File: src/rtl/hazard_ctrl.sv
// Pipeline hazard controller: operand forwarding selects, load-use bubbles,
// data-memory wait stalls with deferred redirect replay, and saturating stall/flush counters.
module hazard_ctrl #(
    parameter int REG_AW  = 5,
    parameter int NUM_SRC = 2,
    parameter int CNT_W   = 16
) (
    input  logic                        clk,
    input  logic                        reset,
    input  logic [NUM_SRC*REG_AW-1:0]   i_ifid_Src,
    input  logic [NUM_SRC-1:0]          i_ifid_SrcVld,
    input  logic [NUM_SRC*REG_AW-1:0]   i_idex_Src,
    input  logic [REG_AW-1:0]           i_idex_RegDst,
    input  logic                        i_idex_RegWrEn,
    input  logic                        i_idex_MemToReg,
    input  logic [REG_AW-1:0]           i_exm_RegDst,
    input  logic                        i_exm_RegWrEn,
    input  logic [REG_AW-1:0]           i_mwb_RegDst,
    input  logic                        i_mwb_RegWrEn,
    input  logic                        i_redirect,
    input  logic                        i_dmem_busy,
    output logic [3:0]                  o_stall,
    output logic [2:0]                  o_flush,
    output logic [2*NUM_SRC-1:0]        o_fwd_Slct,
    output logic [1:0]                  o_state,
    output logic [CNT_W-1:0]            o_stall_cnt,
    output logic [CNT_W-1:0]            o_flush_cnt
);

    typedef enum logic [1:0] {
        ST_RUN    = 2'b00,
        ST_MEMW   = 2'b01,
        ST_REPLAY = 2'b10,
        ST_BAD    = 2'b11
    } state_t;

    state_t             r_state;
    state_t             w_state_next;
    logic               r_pend;
    logic               w_pend_next;
    logic [CNT_W-1:0]   r_stall_cnt;
    logic [CNT_W-1:0]   r_flush_cnt;
    logic [3:0]         w_stall;
    logic [2:0]         w_flush;
    logic [NUM_SRC-1:0] w_lu_match;
    logic               w_load_use;

    logic w_exm_wr;
    logic w_mwb_wr;
    assign w_exm_wr = i_exm_RegWrEn && (i_exm_RegDst != '0);
    assign w_mwb_wr = i_mwb_RegWrEn && (i_mwb_RegDst != '0);

    for (genvar gi = 0; gi < NUM_SRC; gi++) begin : g_src
        logic [REG_AW-1:0] w_ex_src;
        assign w_ex_src = i_idex_Src[gi*REG_AW +: REG_AW];
        // EX/MEM holds the younger result, so it wins over MEM/WB.
        assign o_fwd_Slct[2*gi +: 2] =
            (w_exm_wr && (i_exm_RegDst == w_ex_src)) ? 2'b01 :
            (w_mwb_wr && (i_mwb_RegDst == w_ex_src)) ? 2'b10 : 2'b00;
        assign w_lu_match[gi] = i_ifid_SrcVld[gi] &&
                                (i_ifid_Src[gi*REG_AW +: REG_AW] == i_idex_RegDst);
    end

    assign w_load_use = i_idex_MemToReg && i_idex_RegWrEn &&
                        (i_idex_RegDst != '0) && (|w_lu_match);

    always_comb begin
        w_stall      = 4'b0000;
        w_flush      = 3'b000;
        w_state_next = r_state;
        w_pend_next  = r_pend;
        case (r_state)
            ST_RUN: begin
                if (i_dmem_busy) begin
                    w_stall      = 4'b1111;
                    w_state_next = ST_MEMW;
                    if (i_redirect) w_pend_next = 1'b1;
                end else if (i_redirect) begin
                    w_flush = 3'b111;
                end else if (w_load_use) begin
                    w_stall = 4'b0011;
                    w_flush = 3'b010;
                end
            end
            ST_MEMW: begin
                if (i_dmem_busy) begin
                    w_stall = 4'b1111;
                    if (i_redirect) w_pend_next = 1'b1;
                end else if (r_pend) begin
                    w_state_next = ST_REPLAY;
                end else begin
                    // Memory released with nothing deferred: act exactly like RUN.
                    w_state_next = ST_RUN;
                    if (i_redirect) begin
                        w_flush = 3'b111;
                    end else if (w_load_use) begin
                        w_stall = 4'b0011;
                        w_flush = 3'b010;
                    end
                end
            end
            ST_REPLAY: begin
                w_flush      = 3'b111;
                w_pend_next  = 1'b0;
                w_state_next = ST_RUN;
            end
            default: begin
                w_state_next = ST_RUN;
            end
        endcase
        if (!reset) begin
            w_stall = 4'b0000;
            w_flush = 3'b000;
        end
    end

    always_ff @(posedge clk) begin
        if (!reset) begin
            r_state     <= ST_RUN;
            r_pend      <= 1'b0;
            r_stall_cnt <= '0;
            r_flush_cnt <= '0;
        end else begin
            r_state <= w_state_next;
            r_pend  <= w_pend_next;
            if (w_stall[0] && (r_stall_cnt != '1))
                r_stall_cnt <= r_stall_cnt + {{(CNT_W-1){1'b0}}, 1'b1};
            if (w_flush[0] && (r_flush_cnt != '1))
                r_flush_cnt <= r_flush_cnt + {{(CNT_W-1){1'b0}}, 1'b1};
        end
    end

    assign o_stall     = w_stall;
    assign o_flush     = w_flush;
    assign o_state     = r_state;
    assign o_stall_cnt = r_stall_cnt;
    assign o_flush_cnt = r_flush_cnt;

endmodule

File: config.mk
export PLATFORM = sky130hd
export DESIGN_NAME = hazard_ctrl
export DESIGN_NICKNAME = d
export VERILOG_FILES = /design/src/rtl/hazard_ctrl.sv
export SDC_FILE = /design/constraint.sdc
export NUM_CORES = 1
export LEC_CHECK = 0
export BUFFER_PORTS_ARGS = -buffer_cell sky130_fd_sc_hd__buf_2
export CAP_MARGIN = 5
export CORE_ASPECT_RATIO = 1.25
export CORE_MARGIN = 4
export CORE_UTILIZATION = 48
export DETAILED_ROUTE_END_ITERATION = 6
export GPL_TIMING_DRIVEN = 0
export PLACE_DENSITY = 0.88
export SYNTH_ARGS = -nofsm -noshare
export SYNTH_HDL_FRONTEND = slang
export SYNTH_SLANG_ARGS = --single-unit
File: constraint.sdc
create_clock -name clk -period 2.6 [get_ports clk]
set_input_delay 0.52 -clock clk [delete_from_list [all_inputs] [get_ports clk]]
set_output_delay 0.52 -clock clk [all_outputs]
set_load 0.02 [all_outputs]
==> reports/qor.csv <==
metric;value;unit
area_delta_synth_final;30.1;%
cts-buffers-inserted;5;
min_from;i_dmem_busy;
viasPerCell;5.45;
p_leak;1.16;nW
grt_util_met3;0.0739;
wl;5530;um
num_antenna_cells;0;
start_util;0.504;
drive_gt1_frac;0.317;
vias;2214;
gr-max-usage-layer;met2;
io_buffers;89;
tns;0;ps
worstRegToRegCells;9;
post-route-period-util;0.975;
synth_cells;253;
ant_nets;0;
reg2reg_from;o_stall_cnt[0];
grtUsageTotal;0.209;
power;1.16;mW
seqPwrFrac;0.472;
path_buf_inv;4;
crit_fanout;3;
synthesis.nets;300;
syn_avg_cell_area;8.29;sq um
fin_skew;9.64;ps
worst_path_most_repeated_cell;buf_2;
critPathRequiredTime;2080;ps
critical-path-top-delay-family;simple AND/OR/NAND/NOR gates;
utilization;0.656;
p_sw_frac;0.256;
ctsLongestPathBuffers;2;
clock-root-buffer;clkbuf_8;
h-tree-depth;2;
synth_edf_count;0;
status;complete, no violations;
ys_seq_area_frac;0.334;
fmax;0.394;GHz
antenna_found_initial;0;
num_rows;26;
synthArstFlopShare;0;
io_pins;90;
crit_path_max_incr_delay;550;ps
syn_area;2100;sq um
core_area;4160;sq um
first_pass_iters;4;
vdd_ir_drop_max;0.304;mV
crit_type;input pin to output pin;
holdBufCountCts;0;
rsz0062_at_grt;false;
wl_per_cell;13.6;um
min_path_cells;2;
r2r-end;o_stall_cnt[1];
whs;473;ps
synthTopCellsByCount;dfxtp_1, xor2_1, nor2_1, xnor2_1, nand2_1;
power.switching;0.297;mW
p_per_area;426;nW/um^2
synth_ff_type;dfxtp_1;
synth-seq-cells;35;
synth.distinct_cells;36;
cts_tree;done;
crit_arrival;2020;ps
pwr-share-comb;0.153;
dp_hpwl;4350;um
worstPathCellList;buf_2, or4_1, o211ai_2, nor2_1, a21oi_2, inv_1, buf_4, buf_2;
grt-ovfl-total;0;
fp.dieW;67.1;um
fin_area;2730;sq um
fin_crit;2540;ps
slew_headroom;0.585;
routabilityCongestion;0.799;
ys_warn_count;0;
die-area;5500;sq um
clock-sinks;35;
clk-insertion-delay-late;290;ps
clkTransAtPathRegs;60;ps
hold_violations;0;
crit_path_top_delay_cell;or4_1;
drtIter0Drc;46;
cap_violations;0;
synth.area.top_cells;dfxtp_1, xor2_1, xnor2_1;
worst_slew_pin_slew;621;ps
met1_usage;0.215;
reg2reg_slack;240;ps
grt_pass1_wl;9030;um
setup_viol;0;
drv_slew;0;
synth_most_common_cell;dfxtp_1;
intPower;0.865;mW
met2_usage;0.385;
grt_start_max_net_pins;11;
crit_path_end_kind;output pin;
remaining_drc_errors;0;
start_kind;input pin;
hold_end;o_state[1];
synth.top_cell.area_share;0.334;
synth_area_leader_cell;dfxtp_1;
min_path_type;input pin to flop;
p_clk_frac;0.374;
placed_area;2630;sq um
grt_pass1_vias;2156;
fin_nets;396;
dieHeight;81.9;um
## cell families (layout without fill, tap and decap cells)
kind of cell,count (synthesis),in the layout,synth area share
xor+xnor,43,43,0.179
simple gates,103,103,0.265
compound gates,47,47,0.143
flops,35,35,0.334
mux,3,3,0.0143
buf+inv,20,117,0.0525
fa+ha+maj,2,2,0.0119
## sequential cells by signal, summed over array words and instances, names as in the netlist
| register | cells |
|---|---|
| o_flush_cnt | 16 |
| o_stall_cnt | 16 |
| o_state | 2 |
| r_pend | 1 |
## power by group through the flow
stage | registers, mW | logic, mW | clock network (mW)
finish | 0.549 | 0.178 | 0.435
global route | 0.550 | 0.195 | 0.465
CTS | 0.549 | 0.179 | 0.439
detailed placement | 0.561 | 0.178 | 0
global placement | 0.560 | 0.172 | 0
floorplan | 0.565 | 0.0947 | 0
## metrics by stage
stage,worst slack (ps),instances
3_3_place_gp,60.7,398
2_1_floorplan,147,253
6_report,64.6,406
5_1_grt,6.15,406
3_5_place_dp,8.58,398
4_1_cts,3.54,406
## per-layer routing
layer / vias up / share of wire
li1: 1092 / -
met1: 1013 / 0.38
met2: 104 / 0.50
met3: 5 / 0.11
met4: 0 / 0.010
met5: - / 0
## worst max-delay path by stage
stage / startpoint / to / slack [ps] / cells after the start
detailed placement: i_idex_RegDst[0] / o_stall[1] / 9 / 8
global placement: i_idex_RegDst[0] / o_stall[1] / 60 / 8
global route: o_stall_cnt[0] / o_stall_cnt[1] / 6 / 9
finish: i_idex_RegDst[0] / o_stall[1] / 60 / 8
floorplan: i_exm_RegDst[1] / o_fwd_Slct[1] / 150 / 4
CTS: i_idex_RegDst[0] / o_stall[1] / 4 / 8
## layout make-up
| type | instances | area [sq um] |
|---|---|---|
| sequential | 35 | 701 |
| timing repair buffer | 89 | 445 |
| multi-input combinational | 198 | 1300 |
| clock buffer | 8 | 100 |
| tap | 56 | 70.1 |
| inverter | 11 | 41.3 |
| buffer | 9 | 68.8 |
| fill | 397 | 1430 |
## repair_timing
action | CTS | global route
gates resized for setup | 0 | 1
hold endpoints to repair | 0 | 0
setup endpoints to repair | 0 | 1
setup buffers | 0 | 0
## layout by cell type (no fill, tap or decap), drive strengths merged, types with 8 or more instances in the layout
master | synthesis | routed
or4 | 10 | 10
nor2 | 21 | 21
clkbuf | 4 | 12
dfxtp | 35 | 35
inv | 11 | 11
buf | 5 | 94
o31ai | 8 | 8
nand4 | 11 | 11
nand3 | 13 | 13
xnor2 | 21 | 21
o21ai | 13 | 13
nand2 | 19 | 19
xor2 | 22 | 22
or3 | 8 | 8
a21oi | 17 | 17
No activity file was read; power rests on OpenSTA's default activity.
